## src/rtl/div_seq.sv

```systemverilog
// Sequential unsigned restoring divider: one quotient bit per clock using a
// trial subtraction (add of the inverted divisor with carry-in 1).
module div_seq #(
    parameter int WIDTH = 16
) (
    input  logic             clk,
    input  logic             rst_n,
    input  logic             start,
    input  logic [WIDTH-1:0] A,
    input  logic [WIDTH-1:0] B,
    output logic [WIDTH-1:0] quotient,
    output logic [WIDTH-1:0] remainder,
    output logic             busy,
    output logic             done,
    output logic             div_by_zero
);

    localparam int CW = $clog2(WIDTH + 1);

    typedef enum logic [1:0] {
        IDLE = 2'd0,
        RUN  = 2'd1,
        DONE = 2'd2
    } state_t;

    state_t           state_q, state_d;
    logic [WIDTH:0]   partial_q, partial_d;
    logic [WIDTH-1:0] dividend_q, dividend_d;
    logic [WIDTH-1:0] divisor_q, divisor_d;
    logic [CW-1:0]    count_q, count_d;
    logic [WIDTH-1:0] quotient_q, quotient_d;
    logic [WIDTH-1:0] remainder_q, remainder_d;
    logic             dbz_q, dbz_d;

    logic [WIDTH:0]   shifted;
    logic [WIDTH+1:0] trial;
    logic             noBorrow;

    // Carry out of the (WIDTH+1)-bit add of ~divisor + 1 means no borrow.
    always_comb begin
        shifted  = {partial_q[WIDTH-1:0], dividend_q[WIDTH-1]};
        trial    = {1'b0, shifted} + {1'b0, ~{1'b0, divisor_q}} + (WIDTH + 2)'(1);
        noBorrow = trial[WIDTH+1];
    end

    always_comb begin
        state_d     = state_q;
        partial_d   = partial_q;
        dividend_d  = dividend_q;
        divisor_d   = divisor_q;
        count_d     = count_q;
        quotient_d  = quotient_q;
        remainder_d = remainder_q;
        dbz_d       = dbz_q;

        case (state_q)
            IDLE, DONE: begin
                state_d = IDLE;
                if (start) begin
                    dividend_d = A;
                    divisor_d  = B;
                    partial_d  = '0;
                    count_d    = CW'(WIDTH);
                    dbz_d      = 1'b0;
                    if (B == '0) begin
                        state_d     = DONE;
                        quotient_d  = '1;
                        remainder_d = A;
                        dbz_d       = 1'b1;
                    end else begin
                        state_d = RUN;
                    end
                end
            end
            RUN: begin
                partial_d  = noBorrow ? trial[WIDTH:0] : shifted;
                dividend_d = {dividend_q[WIDTH-2:0], noBorrow};
                count_d    = count_q - CW'(1);
                if (count_q == CW'(1)) begin
                    state_d     = DONE;
                    quotient_d  = {dividend_q[WIDTH-2:0], noBorrow};
                    remainder_d = partial_d[WIDTH-1:0];
                end
            end
            default: state_d = IDLE;
        endcase
    end

    always_ff @(posedge clk or negedge rst_n) begin
        if (!rst_n) begin
            state_q     <= IDLE;
            partial_q   <= '0;
            dividend_q  <= '0;
            divisor_q   <= '0;
            count_q     <= '0;
            quotient_q  <= '0;
            remainder_q <= '0;
            dbz_q       <= 1'b0;
        end else begin
            state_q     <= state_d;
            partial_q   <= partial_d;
            dividend_q  <= dividend_d;
            divisor_q   <= divisor_d;
            count_q     <= count_d;
            quotient_q  <= quotient_d;
            remainder_q <= remainder_d;
            dbz_q       <= dbz_d;
        end
    end

    assign quotient    = quotient_q;
    assign remainder   = remainder_q;
    assign div_by_zero = dbz_q;
    assign busy        = (state_q == RUN);
    assign done        = (state_q == DONE);

endmodule

```

## config.mk

```make
export PLATFORM = sky130hd
export DESIGN_NAME = div_seq
export DESIGN_NICKNAME = d
export VERILOG_FILES = /design/src/rtl/div_seq.sv
export SDC_FILE = /design/constraint.sdc
export NUM_CORES = 1
export LEC_CHECK = 0
export ABC_AREA = 1
export CELL_PAD_IN_SITES_DETAIL_PLACEMENT = 0
export CELL_PAD_IN_SITES_GLOBAL_PLACEMENT = 1
export CORE_MARGIN = 2
export CORE_UTILIZATION = 40
export CTS_CLUSTER_DIAMETER = 150
export DETAILED_ROUTE_END_ITERATION = 8
export GPL_ROUTABILITY_DRIVEN = 1
export PLACE_DENSITY = 0.78
export SKIP_CTS_REPAIR_TIMING = 1
export SLEW_MARGIN = 20
export SYNTH_ARGS = -nofsm -noshare
export SYNTH_HDL_FRONTEND = slang
export SYNTH_SLANG_ARGS = --single-unit
export TNS_END_PERCENT = 100
```

## constraint.sdc

```tcl
create_clock -name clk -period 2.8 [get_ports clk]
set_clock_uncertainty 0.2 [all_clocks]
set_input_delay 0.7 -clock clk [delete_from_list [all_inputs] [get_ports clk]]
set_output_delay 0.7 -clock clk [all_outputs]
set_load 0.1 [all_outputs]
```

After elaboration in Yosys (flattened, before gate mapping)
Cells that the tools add are included.
Operators by class
  eq/ne operators: 6
  muxes and demuxes: 20
  add/subtract/negate cells: 3
  reduce and logical (&&, ||, !) cells: 7
  bitwise logic cells: 1
Operators by type and width (number)
  two-way mux 16 bit: 9
  one-hot mux 16 bit (2 select lines): 4
  adder 17 x 17 -> 18 bit: 1
  adder 18 x 1 -> 18 bit (second input constant): 1
  inverter 16 -> 17 bit: 1
  zero test 16 bit: 1
  one-hot mux 5 bit (2 select lines): 1
  two-way mux 2 bit: 3
  == test 5 x 1 -> 1 bit (second input constant): 1
  two-way mux 5 bit: 1
  subtractor 5 x 1 -> 5 bit (second input constant): 1
  inequality test 2 bit (second input constant): 2
  one-hot mux 2 bit (2 select lines): 1
  AND reduction 2 bit: 2
  AND reduction 4 bit: 1
  == test 2 x 1 -> 1 bit (second input constant): 1
  == test 2 bit (second input constant): 1
  zero test 2 bit: 1
  inequality test 2 x 1 -> 1 bit (second input constant): 1
  nonzero test 2 bit: 1
  OR reduction 2 bit: 1
  two-way mux 1 bit: 1
Storage, ports and cells
  logic and storage cells: 45
  register bits: 88
  output and inout port bits: 35

Longest topological paths before layout
Gate-level depths: netlist of the first run.
  word-level depth: 6
  mapped depth: 15

Worst setup path after synthesis of the first run
Ideal clock, no wire load.
  kind: flip-flop to output port
  start: register state_q[1]
  end: output port busy
  path buffers: 2
  setup slack: 0.175 ns
  stages on the path, launching flop included: 4
  data arrival time: 1.725 ns
  required time: 1.900 ns
  cells stage by stage: dfrtp_1 > nor2_1 > buf_2 > buf_1
On the way
  word-level cells in the longest chain between the ends: 1
Ends and longest elaborated chain
  start, declared: RTL line 26  | state_t state_q, state_d;
  start signal, assigned: RTL line 100  | state_q <= state_d;
  == test 2 x 1 -> 1 bit: RTL line 114  | assign busy = (state_q == RUN);
  end, declared: RTL line 13  | output logic busy,
Every way passes these cells.

Worst setup path after layout of the first run
  start: register partial_q[7]
  end: register remainder_q[7] (netlist: remainder[7])
On the way
  word-level cells in the longest chain between the ends: 5
Ends and longest elaborated chain
  start, declared: RTL line 27  | logic [WIDTH:0] partial_q, partial_d;
  start signal, assigned: RTL line 101  | partial_q <= partial_d;
  adder 17 x 17 -> 18 bit: RTL line 42  | trial = {1'b0, shifted} + {1'b0, ~{1'b0, divisor_q}} + (WIDTH + 2)'(1);
  adder 18 x 1 -> 18 bit: RTL line 42
  two-way mux 16 bit: RTL line 76  | partial_d = noBorrow ? trial[WIDTH:0] : shifted;
  two-way mux 16 bit: RTL line 79  | if (count_q == CW'(1)) begin
  one-hot mux 16 bit (2 select lines): RTL line 56  | case (state_q)
  end signal, assigned: RTL line 106  | remainder_q <= remainder_d;
  end, declared: RTL line 32  | logic [WIDTH-1:0] remainder_q, remainder_d;
Every way passes these cells. The select of a mux whose other input is x is not followed.
A chain may end at the register's enable or synchronous reset.

==> results of run 1 <==
[stage by stage]
| step | setup WS [ns] | TNS (ns) | hold WS [ns] | instance area, µm² |
|---|---|---|---|---|
| detailed placement | -0.0355 | -0.0780 | 0.265 | 5840 |
| finish | 0.314 | 0 | 0.0873 | 6140 |
| CTS | 0.288 | 0 | 0.0982 | 6140 |
| global route | 0.0436 | 0 | 0.110 | 6140 |
| global placement | 0.00222 | 0 | 0.267 | 5840 |
| floorplan | 0.175 | 0 | 0.204 | 4950 |
[worst max-delay path: cells and delay by family, from the launching register on]
kind / cells / cell delay (ns)
adder cells (fa/ha/maj): 1 / 0.40
flip-flops: 1 / 0.43
AO/OA/AOI/OAI: 1 / 0.41
AND/OR/NAND/NOR: 8 / 0.94
buffers and inverters: 1 / 0.05
[final cells by class]
class                      count  area [µm²]  share of cell area, %
timing repair buffer          86         778                   12.7
tap                          168         210                   3.42
clock inverter                 7        78.8                   1.28
inverter                     113         424                   6.91
clock buffer                   9         225                   3.67
multi-input combinational    434        2220                   36.2
sequential                    88        2200                   35.9
[logic make-up after synthesis]
group                    after synthesis  synth area share, %
AO/OA/AOI/OAI                         90                 10.3
XOR/XNOR                               8                 1.42
adder cells (fa/ha/maj)               19                 4.96
buffers and inverters                135                 10.6
flip-flops                            88                 44.5
AND/OR/NAND/NOR                      317                 28.2
[layer usage]
metal | wire length [µm] | GRT usage [%] | vias up
li1 | - | - | 2237
met1 | 6350 | 30.0 | 2131
met2 | 6160 | 33.9 | 97
met3 | 509 | 4.32 | 14
met4 | 190 | 6.27 | 0
met5 | 0 | 0 | -
[worst max-delay path by stage]
stage / from / endpoint
2_1_floorplan: state_q[1] / busy
3_3_place_gp: B[4] / quotient[8]
3_5_place_dp: B[7] / quotient[10]
4_1_cts: partial_q[7] / remainder[7]
5_1_grt: partial_q[7] / remainder[7]
6_report: partial_q[7] / remainder[7]
[synthesized netlist by cell type, drive strengths merged]
cell	number	area, µm²
clkbuf	10	37.5
nand4	22	138
clkinv	1	3.75
o21ai	41	205
nand2	171	649
or3	1	6.26
o21bai	2	15.0
o21a	1	7.51
a21oi	33	180
dfrtp	88	2200
xor2	7	61.3
o22ai	4	25.0
nor2	46	175
ha	18	225
or2	17	106
and2	6	38.8
nand3	52	265
fa	1	20.0
buf	12	62.6
inv	112	420
xnor2	1	8.76
o221ai	9	78.8
nor3	2	15.0
[registers in the layout (all words and copies together) (netlist names)]
name         count
remainder       16
div_by_zero      1
quotient        16
divisor_q       16
partial_q       16
dividend_q      16
state_q          2
count_q          5
==> results.toml, run 1 <==
[outcome]
status = "finished, final reports clean"

[route]
post-route-drc-count = 0
drt-total-wl_mm = 13.2
first_pass_iters = 5
vias = 4479
detail-route-antenna-nets = 0
via_per_inst = 4.95
wl_per_cell_um = 14.6
dr.first_iter.drc_count = 271

[grt]
grt_max_degree = 42
overflow = 0
grt_use_total_pct = 21.4
grt_antenna_before_repair = 0
grt_first_pass_wirelength_mm = 22.2
grt_pass1_vias = 4462

[floorplanning]
die_area_um2 = 13300
die_height_um = 115
start_util_pct = 41.0
die_x_um = 115
rows = 40
core_area_um2 = 12100
io_pins = 70

[sta]
tightest_slew_ns = 0.481
finalCriticalPeriod_ns = 2.49
drv_slew = 0
fin_crit_sh_pct = 88.8
hold_viol = 0
setup_viol = 0
slew_headroom_pct = 67.9
rsz0062_at_grt = "false"
fmax_mhz = 402

[layout]
area_delta_synth_final_pct = 24.2
final_common_cell = "nand2_1"
fin_nets = 786
layout-drive-gt1-share_pct = 12.8
utilization_pct = 50.9
fillCellCount = 1207
final_cell_mix = "nand2_1, inv_1, dfrtp_1, nand3_1, buf_4"
stdcell_count = 905
num_antenna_cells = 0

[clock_network]
cts_tree = "yes"
clock_sink_count = 88
h-tree-depth = 3
cts_buffer_depth = 2
clock_latency_ns = 0.35
root_buffer = "clkbuf_16"
cts_buffers = 9
clkTransAtPathRegs_ns = 0.07

[yosys]
synth_nets = 711
ys_seq_area_share_pct = 44.5
synth_seq_cells = 88
synth_area_per_cell_um2 = 7.53
ys_warn_count = 0
synth_cells = 657
synth_area_um2 = 4950
ys_types = 33

[worst_setup_path]
crit_slowest_cell = "dfrtp_1"
cp.required_ns = 2.89
worst-path-max-fanout = 17
path_cells = "ha_1 > nand2_1 > nor2_2 > nand3_1 > nand3_2 > nand2_4 > a21oi_4 > nand2_1 > nand3_1 > nand2_1 > inv_1"
cp_common_cell = "nand2_1"
crit_type = "register to register"
regToRegSetupSlack_ns = 0.31
r2r_end = "remainder[7]"
cp-start-kind = "register"
reg2reg_depth = 11
cpPeakStageDelay_ns = 0.43
cp-end-kind = "register"
crit_arrival_ns = 2.57
r2r-start = "partial_q[7]"

[min_path]
hp-class = "input port to async pin"

[placement]
dp.cells = 889
portBuffers = 69
dpl.hpwl_mm = 10.1
gp_congestion = 0.866

[job]
maxCapViolCount = 0
Power of run 1 is left out: the tool's default activity adds up to more than one toggle a clock period on the data nets, which glitch-free logic cannot reach.
==> inputs of run 2 (changes only) <==
--- a/config.mk
+++ b/config.mk
@@ -5,11 +5,10 @@
 export SDC_FILE = /design/constraint.sdc
 export NUM_CORES = 1
 export LEC_CHECK = 0
-export ABC_AREA = 1
 export CELL_PAD_IN_SITES_DETAIL_PLACEMENT = 0
 export CELL_PAD_IN_SITES_GLOBAL_PLACEMENT = 1
 export CORE_MARGIN = 2
-export CORE_UTILIZATION = 40
+export CORE_UTILIZATION = 41
 export CTS_CLUSTER_DIAMETER = 150
 export DETAILED_ROUTE_END_ITERATION = 8
 export GPL_ROUTABILITY_DRIVEN = 1
==> results.toml, run 2 <==
[outcome]
status = "finished, final reports clean"

[route]
vias = 4139
wl_per_cell_um = 16.5
post-route-drc-count = 0
drt-total-wl_mm = 12.6
detail-route-antenna-nets = 0
first_pass_iters = 4
via_per_inst = 5.42
dr.first_iter.drc_count = 240

[sta]
fin_crit_sh_pct = 97.2
drv_slew = 0
setup_tns_ns = 0
hold_viol = 0
tightest_slew_ns = 0.626
finalCriticalPeriod_ns = 2.72
rsz0062_at_grt = "true"
layout_setup_ws_ns = 0.0784
fmax_mhz = 367
setup_viol = 0
slew_headroom_pct = 57.7

[worst_setup_path]
crit_arrival_ns = 2.72
cp-start-kind = "register"
worst-path-max-fanout = 8
cp.required_ns = 2.80
cp-end-kind = "register"
crit_type = "register to register"

[job]
maxCapViolCount = 0

[yosys]
synth_edf_count = 0
synth_seq_cells = 88
synth_area_um2 = 4640
synth_area_leader_cell = "dfrtp_1"
netlist_top_cells_area = "dfrtp_1, nand2_1, o21ai_0"
synth_cells = 533
ys_types = 53
ys_warn_count = 0
synth_nets = 587
synth_area_per_cell_um2 = 8.71
async_reset_ff_share_pct = 100
synth_flop_cell = "dfrtp_1"
ys_seq_area_share_pct = 47.4
netlist.area_leader.share_pct = 47.4
synth_common_cells = "dfrtp_1, nand2_1, nor2_1, o21ai_0, a21oi_1"

[clock_network]
clkTransAtPathRegs_ns = 0.06
cts_buffers = 9
clock_sink_count = 88
cts_tree = "yes"
h-tree-depth = 3
root_buffer = "clkbuf_16"
cts_buffer_depth = 2
clock_latency_ns = 0.34

[layout]
final_cell_mix = "nand2_1, dfrtp_1, buf_4, nor2_1, o21ai_0"
fin_nets = 673
area_delta_synth_final_pct = 29.6
num_antenna_cells = 0
finalInstanceArea_um2 = 6020
fillCellCount = 1004
layout-drive-gt1-share_pct = 17.3

[grt]
grt_max_degree = 58
grt_pass1_vias = 4023
grt_use_total_pct = 20.8
grt_first_pass_wirelength_mm = 20.6
overflow = 0
grt_antenna_before_repair = 0

[floorplanning]
rows = 38
die_x_um = 110
die_area_um2 = 12200
die_height_um = 110
start_util_pct = 42.5
core_area_um2 = 10900
io_pins = 70

[min_path]
hp-class = "input port to async pin"

[placement]
post-place-ws_ns = -0.198
dpl.hpwl_mm = 9.29
portBuffers = 69
place_area_um2 = 5600
gp_congestion = 0.882
## run 2: path summary, 6_finish.rpt
kind                              start            end  slack [ns]  cells after the start
setup / recovery           partial_q[9]  partial_q[10]        0.08                      8
hold / removal                    rst_n    quotient[2]        0.08                      1
setup reg to reg           partial_q[9]  partial_q[10]        0.08                      8
hold reg to reg             div_by_zero    div_by_zero        0.30                      2
max in group asynchronous         rst_n  remainder[11]        1.69                      2
min in group clk            div_by_zero    div_by_zero        0.30                      2
## run 2: area by class of cell
cell class / instances / area [µm²] / share of cell area [%]
multi-input cells: 391 / 2290 / 38.1
flip-flops and latches: 88 / 2200 / 36.6
repair buffers: 105 / 896 / 14.9
clock buffers: 11 / 233 / 3.87
well taps: 140 / 175 / 2.91
clock inverters: 5 / 129 / 2.14
inverters: 24 / 90.1 / 1.50
## run 2: logic make-up (layout without fill, tap and decap cells)
logic type	count (synthesis)	after routing	share of synthesized area (%)
fa+ha+maj	19	19	5.28
buf+inv	54	145	4.69
flops	88	88	47.4
compound gates	161	161	20.9
mux	5	5	1.10
simple gates	198	198	19.1
xor+xnor	8	8	1.51
## run 2: routing by layer
metal  global-route usage, %  vias to the layer above  routed length, µm
met3                    3.02                       13                530
met1                    28.1                     1990               5940
li1                        -                     2042                  -
met2                    34.5                       94               5950
met5                       0                        -                  0
met4                    6.75                        0                150
## run 2: per-stage QoR
step | hold slack, ns | util (%) | cells
final | 0.0830 | 55.0 | 764
after global placement | 0.266 | 51.2 | 748
after floorplan | 0.204 | - | 533
after global routing | 0.106 | 55.0 | 764
after CTS | 0.0792 | 54.5 | 764
after detailed placement | 0.285 | 51.2 | 748
## run 2: critical path: stages, from the launching register on
cell,delay (ns)
dfrtp_1,0.43
ha_1,0.33
nand4_2,0.13
or4b_4,0.51
a211o_1,0.25
nand3_1,0.10
buf_4,0.21
mux2i_1,0.30
o21ai_0,0.12
Power of run 2 is left out for the same reason.
==> inputs of run 3 (changes only) <==
--- a/config.mk
+++ b/config.mk
@@ -8,11 +8,12 @@
 export CELL_PAD_IN_SITES_DETAIL_PLACEMENT = 0
 export CELL_PAD_IN_SITES_GLOBAL_PLACEMENT = 1
 export CORE_MARGIN = 2
-export CORE_UTILIZATION = 41
+export CORE_UTILIZATION = 42
+export CTS_BUF_LIST = sky130_fd_sc_hd__clkbuf_4
 export CTS_CLUSTER_DIAMETER = 150
 export DETAILED_ROUTE_END_ITERATION = 8
 export GPL_ROUTABILITY_DRIVEN = 1
-export PLACE_DENSITY = 0.78
+export PLACE_DENSITY = 0.8
 export SKIP_CTS_REPAIR_TIMING = 1
 export SLEW_MARGIN = 20
 export SYNTH_ARGS = -nofsm -noshare
==> results.toml, run 3 (same netlist as run 2, synthesis figures left out) <==
[outcome]
status = "finished, final reports clean"

[grt]
grt_antenna_before_repair = 0
grt_first_pass_wirelength_mm = 20.3
grt_use_total_pct = 22.2
grt_pass1_vias = 4056
grt_max_degree = 58
overflow = 0

[worst_setup_path]
cp-end-kind = "register"
cp-start-kind = "register"
reg2reg_depth = 8
crit_slowest_cell = "or4b_4"
path_cells = "ha_1 > nand4_2 > or4b_4 > a211o_1 > and3_4 > and2_0 > a31oi_1 > a21oi_1"
regToRegSetupSlack_ns = 0.07
cp.required_ns = 2.95
endpoint = "remainder[11]"
cpPeakStageDelay_ns = 0.51
crit_start = "partial_q[9]"
crit_type = "register to register"
worst-path-max-fanout = 9
r2r_end = "remainder[11]"
crit_arrival_ns = 2.88
r2r-start = "partial_q[9]"

[clock_network]
h-tree-depth = 3
clock_latency_ns = 0.46
cts_buffer_depth = 2
root_buffer = "clkbuf_4"
cts_buffers = 9
cts_tree = "yes"
clock_sink_count = 88
clkTransAtPathRegs_ns = 0.15

[floorplanning]
die_area_um2 = 11900
io_pins = 70
start_util_pct = 43.0
die_height_um = 109
rows = 38
core_area_um2 = 10800
die_x_um = 109

[route]
wl_per_cell_um = 16.3
first_pass_iters = 4
detail-route-antenna-nets = 0
drt-total-wl_mm = 12.6
dr.first_iter.drc_count = 184
vias = 4135
via_per_inst = 5.35
post-route-drc-count = 0

[layout]
fillCellCount = 984
fin_nets = 682
final_cell_mix = "nand2_1, dfrtp_1, buf_4, nor2_1, o21ai_0"
seq_area_um2 = 2200
num_antenna_cells = 0
area_delta_synth_final_pct = 27.6
layout-drive-gt1-share_pct = 19.1
multi_input_area_um2 = 2330

[sta]
finalCriticalPeriod_ns = 2.73
rsz0062_at_grt = "true"
fmax_mhz = 366
fin_crit_sh_pct = 97.5
slew_headroom_pct = 63.2
drv_slew = 0
setup_tns_ns = 0
setup_viol = 0
tightest_slew_ns = 0.552
hold_viol = 0

[placement]
gp_congestion = 0.907
dpl.hpwl_mm = 9.45
portBuffers = 69

[job]
maxCapViolCount = 0

[min_path]
hp-class = "register to register"
run 3: cell count changes in the layout (fill, tap and decap cells not counted), sizes merged:
cell         delta
clkinvlp        +1
clkinv          +3
bufinv          -3
buf             +8
clkbuf          -1
dlygate4sd3     +1
run 3: how the worst min path moves through the flow:
stage | from | endpoint | slack (ns) | cells after the start
6_report | count_q[4] | count_q[4] | 0.29 | 1
3_3_place_gp | count_q[4] | count_q[4] | 0.26 | 1
3_5_place_dp | count_q[4] | count_q[4] | 0.28 | 1
5_1_grt | count_q[4] | count_q[4] | 0.33 | 1
2_1_floorplan | rst_n | count_q[0] | 0.20 | 0
4_1_cts | rst_n | remainder[0] | -0.07 | 1
run 3: final cells by class:
type                            count  area share, %
Inverter                           24           1.52
Multi-Input combinational cell    391           39.3
Sequential cell                    88           37.2
Clock buffer                       10           1.27
Timing Repair Buffer              114           16.8
Tap cell                          140           2.96
Clock inverter                      6           1.01
run 3: critical path: cells and delay by family, from the launching register on:
kind,cells,cell delay [ns]
adders and majority gates,1,0.33
AOI/OAI and AO/OA,3,0.61
DFF,1,0.45
and+or+nand+nor,4,1.03
run 3: per-layer routing:
layer  share of wire, %  up-vias  track usage, %
li1                   -     2050               -
met1                 47     1977            29.6
met2                 47       94            37.7
met3                3.8       14            2.57
met4                1.3        0            6.59
met5                  0        -               0
run 3: metrics by stage:
stage	instance area [µm²]	util (%)	hold WS, ns	instances	worst slack, ns
after floorplan	4640	-	0.204	533	0.115
after global placement	5670	52.5	0.264	754	-0.0351
after detailed placement	5670	52.5	0.277	754	-0.0844
after CTS	5800	53.8	-0.0742	770	-0.0426
after global routing	5930	54.9	0.330	773	-0.0525
final	5930	54.9	0.290	773	0.0696
Power of run 3 is left out for the same reason.
